## src/rtl/nanorisc_fetch_unit.sv

```systemverilog
// ============================================================================
// Module   : nanorisc_fetch_unit
// Purpose  : NanoRisc instruction fetch stage. Owns the PC, fetches over a
//            req/ack handshake and presents one instruction per EXEC cycle.
//            Optional single-step mode: define FETCH_SINGLE_STEP_EN.
// Revision : 1.0 - initial release
// ============================================================================
`default_nettype none

module nanorisc_fetch_unit #(
    parameter int PC_W     = 8,
    parameter int INSTR_W  = 8,
    parameter int OFF_W    = 5,
    parameter int RESET_PC = 0
) (
    input  logic               clk,
    input  logic               reset,
    output logic               imem_req,
    output logic [PC_W-1:0]    imem_addr,
    input  logic               imem_ack,
    input  logic [INSTR_W-1:0] imem_data,
    output logic [2:0]         opcode,
    output logic [INSTR_W-4:0] instr_field,
    output logic               instr_valid,
    output logic [PC_W-1:0]    pc,
    input  logic               pc_write,
    input  logic               is_branch,
    input  logic               alu_zero,
`ifdef FETCH_SINGLE_STEP_EN
    input  logic               step_req,
`endif
    output logic               halted
);

    typedef enum logic [2:0] {
        ST_FETCH     = 3'd0,
        ST_WAIT      = 3'd1,
        ST_EXEC      = 3'd2,
        ST_HALTED    = 3'd3
`ifdef FETCH_SINGLE_STEP_EN
        ,
        ST_STEP_HOLD = 3'd4
`endif
    } state_t;

    // State entered out of reset and after every non-halting EXEC.
`ifdef FETCH_SINGLE_STEP_EN
    localparam state_t C_IDLE_STATE = ST_STEP_HOLD;
`else
    localparam state_t C_IDLE_STATE = ST_FETCH;
`endif

    localparam logic [PC_W-1:0] C_RESET_PC = PC_W'(RESET_PC);
    localparam logic [PC_W-1:0] C_PC_ONE   = PC_W'(1);

    state_t              state_q, state_d;
    logic [PC_W-1:0]     pc_q, pc_d;
    logic [INSTR_W-1:0]  ir_q, ir_d;
    logic [PC_W-1:0]     w_off_ext;

    assign w_off_ext = PC_W'($signed(ir_q[OFF_W-1:0]));

    always_ff @(posedge clk) begin
        if (reset) begin
            state_q <= C_IDLE_STATE;
            pc_q    <= C_RESET_PC;
            ir_q    <= '0;
        end else begin
            state_q <= state_d;
            pc_q    <= pc_d;
            ir_q    <= ir_d;
        end
    end

    always_comb begin
        state_d = state_q;
        pc_d    = pc_q;
        ir_d    = ir_q;
        case (state_q)
            ST_FETCH: begin
                state_d = ST_WAIT;
            end
            ST_WAIT: begin
                if (imem_ack) begin
                    ir_d    = imem_data;
                    state_d = ST_EXEC;
                end
            end
            ST_EXEC: begin
                if (!pc_write) begin
                    state_d = ST_HALTED;
                end else begin
                    // bne: branch only when the ULA result was non-zero
                    if (is_branch && !alu_zero) begin
                        pc_d = pc_q + w_off_ext;
                    end else begin
                        pc_d = pc_q + C_PC_ONE;
                    end
                    state_d = C_IDLE_STATE;
                end
            end
            ST_HALTED: begin
                state_d = ST_HALTED;
            end
`ifdef FETCH_SINGLE_STEP_EN
            ST_STEP_HOLD: begin
                if (step_req) begin
                    state_d = ST_FETCH;
                end
            end
`endif
            default: begin
                state_d = C_IDLE_STATE;
            end
        endcase
    end

    assign imem_req    = (state_q == ST_WAIT);
    assign imem_addr   = pc_q;
    assign instr_valid = (state_q == ST_EXEC);
    assign halted      = (state_q == ST_HALTED);
    assign pc          = pc_q;
    assign opcode      = ir_q[INSTR_W-1 -: 3];
    assign instr_field = ir_q[INSTR_W-4:0];

endmodule

`default_nettype wire

```

## config.mk

```make
export PLATFORM = sky130hd
export DESIGN_NAME = nanorisc_fetch_unit
export DESIGN_NICKNAME = d
export VERILOG_FILES = /design/src/rtl/nanorisc_fetch_unit.sv
export SDC_FILE = /design/constraint.sdc
export NUM_CORES = 1
export LEC_CHECK = 0
export CAP_MARGIN = 15
export CORE_MARGIN = 2
export CORE_UTILIZATION = 42
export CTS_CLUSTER_DIAMETER = 200
export DETAILED_ROUTE_END_ITERATION = 6
export PLACE_DENSITY = 0.84
export SYNTH_ARGS = -nofsm -noshare
export SYNTH_HDL_FRONTEND = slang
export SYNTH_SLANG_ARGS = --single-unit
```

## constraint.sdc

```tcl
create_clock -name clk -period 3.3 [get_ports clk]
set_input_delay 0.99 -clock clk [delete_from_list [all_inputs] [get_ports clk]]
set_output_delay 0.99 -clock clk [all_outputs]
set_load 0.005 [all_outputs]
```

; After elaboration in Yosys (flattened, before gate mapping)
; Index checks and enable logic that the tools add are counted.
[classes]
n_addsub = 2
n_eq_ne = 4
mux = 4
reduce_logical = 5
[ops]
columns = operator, n
row1 = 3-bit one-hot mux with 4 select lines, 1
row2 = 8-bit by 1-bit adder with 8-bit output (second input constant), 1
row3 = 8-bit adder, 1
row4 = 8-bit two-way mux, 1
row5 = 3-bit by 2-bit == test with 1-bit output (second input constant), 2
row6 = 2-bit AND reduction, 2
row7 = 3-bit by 1-bit == test with 1-bit output (second input constant), 1
row8 = 3-bit zero test, 1
row9 = 3-bit two-way mux, 1
row10 = 2-bit two-way mux, 1
row11 = 2-bit by 1-bit != test with 1-bit output (second input constant), 1
row12 = 1-bit logical AND, 1
row13 = 1-bit zero test, 1
[word_totals]
regBits = 19
input_bits = 14
out_inout_bits = 27
wordCells = 18

; Longest topological paths before layout
[depth]
ltp_word = 3
ltp_mapped = 10
depth_no_buf = 10

; Worst setup path before layout
; OpenSTA, ideal clock, no wires.
[synth_timing]
path_kind = input-to-reg
start = input is_branch
end = register pc_q[6] (netlist: imem_addr[6])
setup_time_ns = 0.070
arrival_ns = 2.619
required_time_ns = 3.230
slack_ns = 0.611
cell_stages = 10
n_path_buf = 0
path_cell_list = nor2b_1 -> nand2b_1 -> ha_1 -> inv_1 -> fa_1 -> nand2b_1 -> a21oi_2 -> mux2i_1 -> or3_1 -> a21oi_1
[synth_between]
elab_chain_len = 2
[synth_lines]
columns = item, line
row1 = from (decl), 27  ; input logic is_branch,
row2 = 1-bit logical AND, 94  ; if (is_branch && !alu_zero) begin
row3 = 8-bit two-way mux, 94
row4 = to (signal assigned), 70  ; pc_q <= pc_d;
row5 = to (decl), 57  ; logic [PC_W-1:0] pc_q, pc_d;
; No other way between the ends.
; A chain may end at the register's enable or synchronous reset.

; Final worst setup path
; Ends and elaborated chain as after synthesis.

==> impl_metrics.toml <==
[status]
run_status = "finished, final reports clean"

[grt]
grt_max_degree = 19
grt.overflow.total = 0
grt_pass1_wl_um = 3710
grt_use_total_pct = 17.9
antenna_found_initial = 0
grt_pass1_vias = 843

[layout]
fin_nets = 175
layoutNonFillerInstCount = 182
synthToLayoutAreaGrowth_pct = 36.7
insertedDiodeCount = 0
drive_gt1_share_pct = 5.19
finalCoreUtilization_pct = 61.8
fin_area_um2 = 1390

[timing]
hold_viol_final = 0
finalCriticalPeriod_ns = 3.10
fin_setup_tns_ns = 0
setup_viol = 0
finalCritPeriodShare_pct = 94.0
max-slew-margin-rel_pct = 55.5
fin_ws_ns = 0.198
max_freq_ghz = 0.322
slew_violations = 0
grt_setup_unrepaired = "no"
worstMarginPinSlew_ns = 0.666
fin_worst_skew_ns = 0.00628

[setup_path]
startpoint = "is_branch"
setup.worst_path.end_class = "flip-flop"
reg2reg_depth = 9
cpMaxStageDelayCell = "clkdlybuf4s50_1"
path_max_fanout = 4
arrival_ns = 3.31
crit_top_cell = "nand2b_1"
required_ns = 3.51
reg2reg_slack_ns = 1.17
cpPeakStageDelay_ns = 0.46
crit_type = "in2reg"
timing.rr.end = "imem_addr[6]"
crit_chain = "clkdlybuf4s50_1 -> nor2b_1 -> nand2b_1 -> ha_1 -> inv_1 -> fa_1 -> nand2b_1 -> a21oi_2 -> mux2i_1 -> or3_1 -> a21oi_1"
timing.rr.start = "ir_q[0]"
endpoint = "imem_addr[6]"
worstSetupStartpointType = "input pin"

[clocking]
cts_resized = 0
post-cts-setup-buffers = 0
worst_skew_pair.late_latency_ns = 0.28
clkSlewWorstSetupHoldPaths_ns = 0.11
cts_num_sinks = 18
numCtsBuffers = 3
cts_tree = "yes"
root_buffer = "clkbuf_4"
ctsLongestPathBuffers = 2
hold_buffers = 0
htreeDepth = 1

[place]
port_buffers = 40
placed_area_um2 = 1370
gp_congestion = 0.876
hpwl_um = 1860
post-place-ws_ns = -0.0922
dp.cells = 179

[synthesis]
synth_fa_ha_area_share_pct = 6.87
syn-cell-area_um2 = 1020
syn_avg_cell_area_um2 = 8.22
yosysWarningCount = 0
syn_inst = 124
synthDistinctLibCells = 31
synth_compound_area_share_pct = 16.0
ys_seq_area_share_pct = 35.3
synth.area.mux_share_pct = 2.94
yosys.area_share.simple_pct = 27.1
synth_xor_area_share_pct = 1.72
syn_nets = 143
ys_ff_latch = 18
synth_top_family_by_area = "simple AND/OR/NAND/NOR gates"

[route]
vias_per_cell = 5.18
drc = 0
antenna_left = 0
routed_wl_um = 2340
wl_per_cell_um = 12.9
vias = 943
drt_iter0_drc = 15
drt_pass1_iterations = 4

[floorplanning]
core_area_um2 = 2250
start_util_pct = 45.2
dieArea_um2 = 2840
num_rows = 17
die_w_um = 53.3
io_pins = 41
die_h_um = 53.3

[pwr]
p_leak_nw = 0.552
peakVddDrop_uv = 227
p_per_area_nw_per_um2 = 291

[worst_hold_path]
hold_start = "ir_q[5]"
min_path_type = "reg2reg"

[job]
drv_cap = 0
## per-stage QoR
| stage | hold WS (ns) | power (mW) |
|---|---|---|
| final | 0.474 | 0.406 |
| after global routing | 0.506 | 0.423 |
| after CTS | 0.470 | 0.407 |
| after detailed placement | 0.453 | 0.303 |
| after global placement | 0.443 | 0.300 |
| after floorplan | 0.453 | 0.265 |
## worst max-delay path, delay by kind of cell
family,cells,cell delay (ns)
buffers and inverters,2,0.53
AO/OA/AOI/OAI,2,0.33
AND/OR/NAND/NOR,4,0.77
adder cells (fa/ha/maj),2,0.57
multiplexers,1,0.11
## state kept, by name, summed over array words and instances (netlist names)
signal / cells
imem_addr: 8
state_q: 2
ir_q: 8
## placed cells by master (no fill, tap or decap)
cell type / n
clkdlybuf4s50_1: 40
nand2_1: 22
dfxtp_1: 18
a21oi_1: 15
inv_1: 5
nor2_1: 5
ha_1: 4
nor2b_1: 3
and2_1: 3
nand2b_1: 3
o21ai_0: 3
mux2i_1: 3
nand3_1: 3
or3_1: 3
clkbuf_4: 3
nor3_1: 2
nand3b_4: 2
a211o_1: 2
a21oi_2: 2
a21o_1: 2
a211oi_1: 2
or2_2: 1
and3b_1: 1
nand4_1: 1
or4_1: 1
o21a_1: 1
and3_1: 1
xnor2_1: 1
xor2_1: 1
fa_1: 1
## per-layer routing
| layer | global-route usage, % | share of wire [%] | vias up |
|---|---|---|---|
| li1 | - | - | 473 |
| met3 | 3.39 | 4.1 | 2 |
| met1 | 20.8 | 42 | 444 |
| met4 | 4.27 | 1.2 | 0 |
| met5 | 0 | 0 | - |
| met2 | 33.3 | 53 | 24 |
## power breakdown
group | total [mW] | switching, mW | internal (mW)
combinational | 0.0650 | 0.0260 | 0.0390
sequential | 0.233 | 0.00785 | 0.225
clock | 0.108 | 0.0661 | 0.0423
total | 0.406 | 0.0999 | 0.306
## cell type report
| type | count | area [µm²] |
|---|---|---|
| timing repair buffer | 40 | 400 |
| sequential | 18 | 360 |
| clock buffer | 3 | 22.5 |
| multi-input combinational | 88 | 557 |
| tap | 28 | 35.0 |
| inverter | 5 | 18.8 |
| fill | 213 | 861 |
## synthesized netlist by cell type
cell | number | area (µm²)
o21ai_0 | 3 | 15.0
nand2b_1 | 3 | 18.8
or2_2 | 1 | 6.26
and3_1 | 1 | 6.26
nand4_1 | 1 | 6.26
ha_1 | 4 | 50.1
buf_2 | 1 | 5.00
nand3_1 | 3 | 15.0
nand2_1 | 22 | 82.6
nor3_1 | 2 | 10.0
mux2i_1 | 3 | 30.0
and2_1 | 3 | 18.8
a21o_1 | 2 | 15.0
buf_4 | 9 | 67.6
or4_1 | 1 | 7.51
or3_1 | 3 | 18.8
and3b_1 | 1 | 8.76
xnor2_1 | 1 | 8.76
nor2b_1 | 3 | 18.8
dfxtp_1 | 18 | 360
nand3b_4 | 2 | 40.0
o21a_1 | 1 | 7.51
a21oi_2 | 2 | 17.5
a211oi_1 | 2 | 15.0
fa_1 | 1 | 20.0
xor2_1 | 1 | 8.76
a211o_1 | 2 | 17.5
nor2_1 | 5 | 18.8
inv_1 | 5 | 18.8
a21oi_1 | 15 | 75.1
clkbuf_1 | 3 | 11.3
## worst min path at each step
stage	endpoint	slack, ns	depth (start not counted)
3_5_place_dp	ir_q[5]	0.45	2
3_3_place_gp	ir_q[6]	0.44	2
2_1_floorplan	ir_q[5]	0.45	2
6_report	ir_q[5]	0.47	2
4_1_cts	ir_q[5]	0.47	2
5_1_grt	ir_q[2]	0.51	2
## kinds of logic (layout without fill, tap and decap cells)
group,Yosys count,in the layout
buf+inv,18,48
flops,18,18
fa+ha+maj,5,5
compound gates,27,27
mux,3,3
simple gates,51,51
xor+xnor,2,2
Power figures use the tool's default switching activity.
